<file path="config.mk">
export PLATFORM = sky130hd
export DESIGN_NAME = execute_result_stage
export DESIGN_NICKNAME = d
export VERILOG_FILES = /design/src/rtl/execute_result_stage.sv
export SDC_FILE = /design/constraint.sdc
export NUM_CORES = 1
export LEC_CHECK = 0
export CORE_UTILIZATION = 50
export DETAILED_ROUTE_END_ITERATION = 6
export GPL_ROUTABILITY_DRIVEN = 0
export PLACE_DENSITY = 0.81
export SLEW_MARGIN = 20
export SYNTH_ARGS = -nofsm -noshare
export SYNTH_HDL_FRONTEND = slang
export SYNTH_SLANG_ARGS = --single-unit
</file>
<file path="constraint.sdc">
create_clock -name clk -period 7.4 [get_ports clk]
set_input_delay 1.48 -clock clk [delete_from_list [all_inputs] [get_ports clk]]
set_output_delay 1.48 -clock clk [all_outputs]
set_load 0.05 [all_outputs]
</file>
<file path="src/rtl/execute_result_stage.sv">
// Execute result stage: writeback skid buffer, branch/jump resolution and wrong-path kill.
// Optional macro BRANCH_STATS_EN adds stat_branches / stat_taken counters.
module execute_result_stage #(
  parameter int XLEN = 32,
  parameter int RA_W = 5
) (
  input  logic            clk,
  input  logic            reset,
  input  logic            in_valid,
  output logic            in_ready,
  input  logic [XLEN-1:0] in_result,
  input  logic            in_cond,
  input  logic [RA_W-1:0] in_rd,
  input  logic            in_wr_en,
  input  logic            in_branch,
  input  logic            in_jal,
  input  logic            in_jalr,
  input  logic [XLEN-1:0] in_pc,
  input  logic [XLEN-1:0] in_imm,
  output logic            out_valid,
  input  logic            out_ready,
  output logic [XLEN-1:0] out_data,
  output logic [RA_W-1:0] out_rd,
  output logic            out_wr_en,
  output logic            redirect_valid,
  output logic [XLEN-1:0] redirect_pc
`ifdef BRANCH_STATS_EN
  ,
  output logic [31:0]     stat_branches,
  output logic [31:0]     stat_taken
`endif
);

  logic [XLEN-1:0] r_d0, r_d1;
  logic [RA_W-1:0] r_rd0, r_rd1;
  logic            r_we0, r_we1, r_v0, r_v1;
  logic            r_kill, r_in_ready, r_redir_v;
  logic [XLEN-1:0] r_redir_pc;

  logic            w_accept, w_push, w_pop, w_taken, w_we;
  logic [XLEN-1:0] w_data, w_target;
  logic [XLEN-1:0] w_n_d0, w_n_d1;
  logic [RA_W-1:0] w_n_rd0, w_n_rd1;
  logic            w_n_we0, w_n_we1, w_n_v0, w_n_v1;

  assign w_accept = in_valid && r_in_ready;
  assign w_push   = w_accept && !r_kill;
  assign w_pop    = r_v0 && out_ready;
  assign w_taken  = in_jal || in_jalr || (in_branch && in_cond);
  assign w_we     = in_wr_en && (in_rd != {RA_W{1'b0}}) && !in_branch;
  assign w_data   = (in_jal || in_jalr) ? (in_pc + XLEN'(4)) : in_result;
  assign w_target = in_jalr ? (in_result & {{(XLEN-1){1'b1}}, 1'b0}) : (in_pc + in_imm);

  // Pop shifts the tail into the head; a push then fills the first free slot.
  always_comb begin
    w_n_d0 = r_d0; w_n_rd0 = r_rd0; w_n_we0 = r_we0; w_n_v0 = r_v0;
    w_n_d1 = r_d1; w_n_rd1 = r_rd1; w_n_we1 = r_we1; w_n_v1 = r_v1;
    if (w_pop) begin
      w_n_d0 = r_d1; w_n_rd0 = r_rd1; w_n_we0 = r_we1; w_n_v0 = r_v1;
      w_n_v1 = 1'b0;
    end else begin
      w_n_v1 = r_v1;
    end
    if (w_push && !w_n_v0) begin
      w_n_d0 = w_data; w_n_rd0 = in_rd; w_n_we0 = w_we; w_n_v0 = 1'b1;
    end else if (w_push) begin
      w_n_d1 = w_data; w_n_rd1 = in_rd; w_n_we1 = w_we; w_n_v1 = 1'b1;
    end else begin
      w_n_v0 = w_n_v0;
    end
  end

  always_ff @(posedge clk or posedge reset) begin
    if (reset) begin
      r_d0       <= {XLEN{1'b0}};
      r_d1       <= {XLEN{1'b0}};
      r_rd0      <= {RA_W{1'b0}};
      r_rd1      <= {RA_W{1'b0}};
      r_we0      <= 1'b0;
      r_we1      <= 1'b0;
      r_v0       <= 1'b0;
      r_v1       <= 1'b0;
      r_kill     <= 1'b0;
      r_in_ready <= 1'b1;
      r_redir_v  <= 1'b0;
      r_redir_pc <= {XLEN{1'b0}};
    end else begin
      r_d0       <= w_n_d0;
      r_d1       <= w_n_d1;
      r_rd0      <= w_n_rd0;
      r_rd1      <= w_n_rd1;
      r_we0      <= w_n_we0;
      r_we1      <= w_n_we1;
      r_v0       <= w_n_v0;
      r_v1       <= w_n_v1;
      r_in_ready <= !(w_n_v0 && w_n_v1);
      r_redir_v  <= w_push && w_taken;
      // A killed instruction clears the flag; a surviving redirect arms it.
      if (w_accept && r_kill) begin
        r_kill <= 1'b0;
      end else if (w_push && w_taken) begin
        r_kill     <= 1'b1;
        r_redir_pc <= w_target;
      end else begin
        r_kill <= r_kill;
      end
    end
  end

`ifdef BRANCH_STATS_EN
  logic [31:0] r_stat_br, r_stat_tk;

  always_ff @(posedge clk or posedge reset) begin
    if (reset) begin
      r_stat_br <= 32'd0;
      r_stat_tk <= 32'd0;
    end else if (w_push && in_branch) begin
      r_stat_br <= r_stat_br + 32'd1;
      r_stat_tk <= r_stat_tk + {31'd0, in_cond};
    end else begin
      r_stat_br <= r_stat_br;
      r_stat_tk <= r_stat_tk;
    end
  end

  assign stat_branches = r_stat_br;
  assign stat_taken    = r_stat_tk;
`endif

  assign in_ready       = r_in_ready;
  assign out_valid      = r_v0;
  assign out_data       = r_d0;
  assign out_rd         = r_rd0;
  assign out_wr_en      = r_we0;
  assign redirect_valid = r_redir_v;
  assign redirect_pc    = r_redir_pc;

endmodule

</file>
## After elaboration in Yosys (flattened, before gate mapping)

Index checks and enable logic that the tools add are counted.

- $add $sub $neg: 2
- Reductions and logical operators: 21
- Bitwise gates (word level): 2
- Mux-type cells: 15

Operator list:

| kind | number |
|---|---|
| $mux 32 | 4 |
| $add 32x3->32 const B | 1 |
| $add 32x32->32 | 1 |
| $logic_and 1x1->1 | 10 |
| $mux 5 | 2 |
| $mux 1 | 9 |
| $reduce_bool 5->1 | 1 |
| $logic_not 1->1 | 4 |
| $reduce_and 2->1 | 2 |
| $reduce_bool 2->1 | 2 |
| $logic_or 1x1->1 | 2 |
| $not 1->1 | 2 |

- Word-level logic and storage cells: 52
- Output and inout port bits: 73
- Bits in registers: 113

## Logic depth before layout (Yosys ltp)

Gate-level depths: netlist (run 1).

- Depth in word-level cells: 7
- Depth in mapped cells: 10
- Mapped depth without buffers: 10

## Worst setup path before layout (run 1)

OpenSTA, ideal clock, no wires.

- Kind: input -> register
- Start: in in_pc[0]
- End: reg r_redir_pc[26], in the netlist redirect_pc[26]
- Arrival: 3.268 ns
- Path buffers: 0
- Path slack: 3.999 ns
- Required time: 7.267 ns
- Library setup time: 0.133 ns
- Stages: 10
- Cell sequence: ha_1 -> fa_1 -> a21o_1 -> nand4_1 -> a211oi_1 -> nor3_1 -> nand2_1 -> a21oi_1 -> xor2_1 -> o22ai_1

- Cells in the longest elaborated chain, start to end: 2

RTL lines:

| what | RTL line | RTL |
|---|---|---|
| start: declaration | 18 | `input logic [XLEN-1:0] in_pc,` |
| $add 32x32->32 | 52 | `assign w_target = in_jalr ? (in_result & {{(XLEN-1){1'b1}}, 1'b0}) : (in_pc + in_imm);` |
| $mux 32 | 52 |  |
| end signal: assignment | 86 | `r_redir_pc <= {XLEN{1'b0}};` |
| end signal: assignment | 103 | `r_redir_pc <= w_target;` |
| end: declaration | 38 | `logic [XLEN-1:0] r_redir_pc;` |

No other way between the ends.
A chain may end at the register's enable or synchronous reset.

## Worst setup path in the final report (run 1)

- Start: in out_ready
- End: reg r_d0[27], in the netlist out_data[27]

- Cells in the longest elaborated chain, start to end: 5
- Elaborated cells between the ends (all ways): 6

RTL lines:

| what | RTL line | RTL |
|---|---|---|
| start: declaration | 21 | `input logic out_ready,` |
| $logic_and 1x1->1 * | 48 | `assign w_pop = r_v0 && out_ready;` |
| $mux 1 | 58 | `if (w_pop) begin` |
| $logic_not 1->1 | 64 | `if (w_push && !w_n_v0) begin` |
| $logic_and 1x1->1 | 64 |  |
| $mux 32 / $reduce_bool 2->1 (equally long branches) | -- |  |
| end signal: assignment | 75 | `r_d0 <= {XLEN{1'b0}};` |
| end signal: assignment | 88 | `r_d0 <= w_n_d0;` |
| end: declaration | 34 | `logic [XLEN-1:0] r_d0, r_d1;` |

Mark *: on every way between the ends. The rest lies on a longest branch, timed or not.

==> flow_summary.json, run 1 <==
{
  "synthArstFlopShare": 1.00,
  "synth_xor_area_frac": 0.0638,
  "grt_util_met3": 0.0376,
  "cts_tree": "done",
  "first_global_vias": 6587,
  "final_common_cell": "clkdlybuf4s50_1",
  "finalSetupTns_ns": 0,
  "worstPathCellList": "clkdlybuf4s50_1 -> a21boi_0 -> nor2_4 -> buf_4 -> a211oi_1 -> a21oi_1",
  "cp.required_ns": 7.73,
  "startpoint": "out_ready",
  "slowest_delay_ns": 1.04,
  "start_util": 0.518,
  "dp.cells": 1168,
  "synthAdderAreaFrac": 0.0578,
  "finalSetupViolCount": 0,
  "r2r_start": "in_ready",
  "status": "completed",
  "drcViolationCount": 0,
  "grt_antenna_before_repair": 0,
  "met1_usage": 0.412,
  "root_buffer": "clkbuf_16",
  "p_int_w": 0.00215,
  "ant_nets": 0,
  "cts_hold_buf": 0,
  "p_sw_w": 0.00172,
  "htree_levels": 4,
  "synth_top_family_by_area": "compound AO/OA/AOI/OAI gates",
  "cts_sinks": 113,
  "coreArea_um2": 14000,
  "critPathMaxFanout": 46,
  "finalHoldViolations": 0,
  "swShare": 0.445,
  "filler_cell_count": 1083,
  "avgSynthCellArea_um2": 8.58,
  "ys_warn_count": 0,
  "nets": 1150,
  "n_antenna_cell": 0,
  "hp-class": "reg2reg",
  "yosys-mux-area-fraction": 0.0404,
  "synth_edf_count": 0,
  "vias": 6995,
  "period_share": 0.552,
  "yosysSeqAreaShare": 0.389,
  "start_kind": "primary input",
  "grtUsageMet2": 0.454,
  "portBuffers": 182,
  "io_pins": 183,
  "grt_max_degree": 67,
  "die_w_um": 123,
  "syn-num-nets": 991,
  "postCtsResizedCells": 0,
  "combPwrFrac": 0.502,
  "drive_above_1_share": 0.0668,
  "end_kind": "register",
  "utilization": 0.697,
  "final_cells": 1198,
  "cts.path.max_buffers": 2,
  "drtIter0Drc": 579,
  "report.final.slew_viol_count": 0,
  "relSlewSlack": 0.413,
  "worstMarginPinSlew_ns": 0.877,
  "num_rows": 43,
  "fin_crit_ns": 4.09,
  "crit_type": "in2reg",
  "dp_hpwl_um": 15800,
  "peakVddDrop_v": 0.000208,
  "crit_slowest_cell": "clkdlybuf4s50_1",
  "synth_flop_cell": "dfrtp_1",
  "power_frac_seq": 0.290,
  "holdWs_ns": 0.471,
  "crit_family": "buffers and inverters",
  "gr-total-overflow": 0,
  "worst-path-buf-inv": 2,
  "grt.total_usage": 0.292,
  "yosys.area_share.simple": 0.181,
  "leakage_nw": 4.29,
  "area_delta_synth_final_pct": 34.5,
  "syn_area_um2": 7270,
  "fmax_mhz": 245,
  "synth_cells": 848,
  "vias_per_cell": 5.84,
  "rsz0062_at_grt": "no",
  "post_cts.repair.setup_buffers": 0,
  "drv_cap": 0,
  "numCtsBuffers": 17,
  "dieArea_um2": 15000,
  "grt_busiest_layer": "met2",
  "clkTransAtPathRegs_ns": 0.05,
  "final_cell_mix": "clkdlybuf4s50_1, a21oi_1, dfrtp_1",
  "ys_types": 56,
  "clock_latency_ns": 0.41,
  "skew_ns": 0.00905,
  "grt_pass1_wl_um": 33500,
  "synth-compound-area-share": 0.233,
  "detail_route.wl_per_cell_um": 17.9,
  "power_w": 0.00388,
  "ys_ff_latch": 113,
  "die_y_um": 123,
  "clkPwrFrac": 0.208,
  "routed_wl_um": 21400,
  "arrival_ns": 4.41,
  "worstHoldStart": "r_d1[13]",
  "power.density_nw_per_um2": 396,
  "first_pass_iters": 6
}
state kept, by name (all words and copies together), names as in the netlist:
signal / cells
r_kill: 1
r_rd1: 5
r_we1: 1
out_wr_en: 1
out_rd: 5
r_d1: 32
out_data: 32
redirect_valid: 1
out_valid: 1
redirect_pc: 32
in_ready: 1
r_v1: 1
synthesized netlist by cell type, types with 2 or more instances:
library cell / n / area share
o21a_1: 5 / 0.0052
inv_1: 14 / 0.0072
or2_2: 3 / 0.0026
nand4_1: 10 / 0.0086
nand2_1: 102 / 0.053
a21o_1: 15 / 0.015
mux2i_1: 17 / 0.023
o21ai_1: 6 / 0.0041
buf_6: 2 / 0.0031
clkbuf_1: 41 / 0.021
o21bai_1: 4 / 0.0041
nand3_1: 19 / 0.013
dfrtp_1: 112 / 0.39
a31oi_1: 5 / 0.0043
a21boi_0: 2 / 0.0021
nor2_1: 62 / 0.032
ha_1: 32 / 0.055
nor3_2: 2 / 0.0028
mux2_2: 11 / 0.017
a21oi_1: 112 / 0.077
o21ai_0: 88 / 0.061
buf_1: 4 / 0.0021
o22ai_1: 6 / 0.0052
a211oi_1: 32 / 0.033
o31ai_1: 3 / 0.0031
xor2_1: 26 / 0.031
nor2b_1: 3 / 0.0026
nor3_1: 5 / 0.0034
and2_1: 2 / 0.0017
nor4_4: 2 / 0.0058
or3_1: 4 / 0.0034
xnor2_1: 27 / 0.033
o2111ai_1: 2 / 0.0024
and3_1: 46 / 0.040
cell families after synthesis:
| family | count (synthesis) |
|---|---|
| and+or+nand+nor | 270 |
| muxes | 28 |
| DFF | 113 |
| AOI/OAI and AO/OA | 288 |
| buffers and inverters | 63 |
| adders and majority gates | 33 |
| xor gates and xnor gates | 53 |
worst reg2reg max path, stage by stage (launching register included):
cell and delay [ns]:
dfstp_2 0.53, nand2_1 0.10, nor2_1 0.24, buf_4 0.25, nand2_1 0.07, buf_4 0.26
inv_1 0.33, or2b_2 0.49, o31ai_1 0.29
worst paths after layout:
path                                   endpoint  slack [ns]  cells past startpoint
max in group asynchronous        redirect_pc[3]        4.65                      3
min in group asynchronous             out_rd[1]        1.50                      2
worst max register to register  redirect_pc[27]        4.74                      8
worst max-delay path               out_data[27]        3.31                      6
worst min register to register         r_d1[13]        0.47                      2
worst min-delay path                   r_d1[13]        0.47                      2
power by group through the flow:
stage	clock (W)	combinational (W)	sequential [W]
after floorplan	0	0.000651	0.00174
after CTS	0.000808	0.00194	0.00112
after global routing	0.000837	0.00209	0.00115
after global placement	0	0.00190	0.00111
after detailed placement	0	0.00193	0.00112
final	0.000805	0.00195	0.00112
per-stage QoR:
| stage | cell area, um^2 | setup slack, ns |
|---|---|---|
| 2_1_floorplan | 7270 | 2.93 |
| 3_3_place_gp | 9190 | 3.02 |
| 3_5_place_dp | 9190 | 2.95 |
| 4_1_cts | 9780 | 3.33 |
| 5_1_grt | 9780 | 3.05 |
| 6_report | 9780 | 3.31 |
final cells by class:
| cell class | count | area, um^2 | share of cell area |
|---|---|---|---|
| Tap cell | 180 | 225 | 0.0230 |
| Sequential cell | 113 | 2830 | 0.289 |
| Multi-Input combinational cell | 672 | 4210 | 0.430 |
| Clock inverter | 4 | 72.6 | 0.00742 |
| Inverter | 14 | 55.1 | 0.00563 |
| Clock buffer | 26 | 519 | 0.0531 |
| Timing Repair Buffer | 189 | 1870 | 0.192 |
routing by layer:
layer | wire, um | vias to the layer above
met1 | 9630 | 3293
li1 | - | 3363
met5 | 0 | -
met3 | 1220 | 39
met2 | 9900 | 300
met4 | 665 | 0
Note: power is estimated with default switching activity, not from simulation.
==> inputs of run 2 (changes only) <==
==> constraint.sdc (replaced) <==
create_clock -name clk -period 4.3 [get_ports clk]
set_input_delay 0.86 -clock clk [delete_from_list [all_inputs] [get_ports clk]]
set_output_delay 0.86 -clock clk [all_outputs]
set_load 0.05 [all_outputs]
==> run 2 against run 1 <==
Against the previous run:
- die area did not move
- total power rose by 77%
- global-route usage increased by 0.065 points
- sequential power grew 72%
- via count up 0.66%
- final cell count rose by 0.67%
- final area increased by 1.2%
- sequential cell count unchanged
- sequential share of layout area decreased by 0.33 points
- setup slack worse by 2.2 ns
- critical path depth is 6 higher
- hold slack hardly changed
- critical path type unchanged
- largest cell class unchanged
- largest power group unchanged
==> flow_summary.json, run 2 (synthesis results as in run 1) <==
{
  "fin_crit_ns": 3.22,
  "report.final.slew_viol_count": 0,
  "filler_cell_count": 1093,
  "worstPathCellList": "clkdlybuf4s50_1 -> ha_1 -> fa_1 -> a21o_1 -> nand4_1 -> a211oi_1 -> nor3_1 -> buf_4 -> nand2_1 -> a31oi_1 -> xor2_1 -> o21ai_0",
  "fmax_mhz": 310,
  "arrival_ns": 3.50,
  "first_global_vias": 6605,
  "finalHoldViolations": 0,
  "nets": 1156,
  "p_int_w": 0.00382,
  "cts_tree": "done",
  "numCtsBuffers": 17,
  "leakage_nw": 4.33,
  "postCtsResizedCells": 0,
  "cts.path.max_buffers": 2,
  "portBuffers": 182,
  "drv_cap": 0,
  "start_util": 0.518,
  "combPwrFrac": 0.493,
  "dieArea_um2": 15000,
  "crit_slowest_cell": "clkdlybuf4s50_1",
  "period_share": 0.749,
  "skew_ns": 0.00651,
  "drive_above_1_share": 0.0770,
  "cts_hold_buf": 0,
  "crit_type": "in2reg",
  "power_frac_seq": 0.282,
  "vias": 7041,
  "clkPwrFrac": 0.225,
  "first_pass_iters": 6,
  "detail_route.wl_per_cell_um": 17.9,
  "p_sw_w": 0.00303,
  "htree_levels": 4,
  "clkTransAtPathRegs_ns": 0.05,
  "critPathMaxFanout": 4,
  "slowest_delay_ns": 0.45,
  "coreArea_um2": 14000,
  "dp_hpwl_um": 16200,
  "post_cts.repair.setup_buffers": 0,
  "hp-class": "reg2reg",
  "die_y_um": 123,
  "vias_per_cell": 5.84,
  "finalSetupViolCount": 0,
  "cp.required_ns": 4.57,
  "rsz0062_at_grt": "no",
  "area_delta_synth_final_pct": 36.0,
  "utilization": 0.705,
  "grt.total_usage": 0.292,
  "clock_latency_ns": 0.41,
  "drtIter0Drc": 681,
  "n_antenna_cell": 0,
  "start_kind": "primary input",
  "ant_nets": 0,
  "finalSetupTns_ns": 0,
  "grt_pass1_wl_um": 34000,
  "peakVddDrop_v": 0.000379,
  "end_kind": "register",
  "routed_wl_um": 21500,
  "cts_sinks": 113,
  "relSlewSlack": 0.452,
  "power.density_nw_per_um2": 693,
  "final_cell_mix": "clkdlybuf4s50_1, a21oi_1, dfrtp_1",
  "root_buffer": "clkbuf_16",
  "swShare": 0.442,
  "power_w": 0.00685,
  "die_w_um": 123,
  "worstMarginPinSlew_ns": 0.822,
  "status": "completed",
  "drcViolationCount": 0,
  "final_common_cell": "clkdlybuf4s50_1",
  "gr-total-overflow": 0,
  "num_rows": 43,
  "grt_max_degree": 60,
  "io_pins": 183,
  "grt_antenna_before_repair": 0
}
## run 2: power by group through the flow
stage / Sequential [W] / Clock (W) / Combinational (W)
floorplan: 0.00300 / 0 / 0.00112
global placement: 0.00191 / 0 / 0.00330
detailed placement: 0.00193 / 0 / 0.00336
CTS: 0.00193 / 0.00155 / 0.00338
global route: 0.00198 / 0.00160 / 0.00359
finish: 0.00193 / 0.00154 / 0.00338
## run 2: layout make-up
cell class	instances	area [um^2]	area share
Inverter	14	55.1	0.00556
Clock buffer	18	439	0.0444
Multi-Input combinational cell	672	4200	0.425
Tap cell	180	225	0.0228
Sequential cell	113	2830	0.286
Timing Repair Buffer	195	1930	0.195
Clock inverter	14	213	0.0215
## run 2: metrics by stage
stage                     std cells  setup WS (ns)  hold WS, ns  instance area, um^2
after CTS                      1206           1.18        0.474                 9890
after floorplan                 848          0.454        0.442                 7270
after detailed placement       1174          0.771        0.462                 9240
final                          1206           1.08        0.471                 9890
after global routing           1206          0.990        0.490                 9890
after global placement         1174          0.806        0.451                 9240
## run 2: path summary, 6_finish.rpt
path	cells after the start	end	slack, ns	from
worst min register to register	2	r_d1[2]	0.47	r_d1[2]
worst max register to register	4	r_d1[21]	1.81	out_valid
min in group asynchronous	2	out_rd[3]	0.91	reset
max in group asynchronous	3	in_ready	2.53	reset
worst max-delay path	12	redirect_pc[30]	1.08	in_pc[0]
worst min-delay path	2	r_d1[2]	0.47	r_d1[2]
## run 2: worst max-delay path, delay by kind of cell
kind	cells	cell delay, ns
simple gates	3	0.41
fa+ha+maj	2	0.71
buf+inv	2	0.62
compound gates	4	0.65
xor+xnor	1	0.25
## run 2: per-layer routing
layer	track usage	vias up	part of all wire
li1	-	3374	-
met1	0.408	3327	0.44
met2	0.464	293	0.47
met3	0.0381	47	0.061
met4	0.106	0	0.031
met5	0	-	0
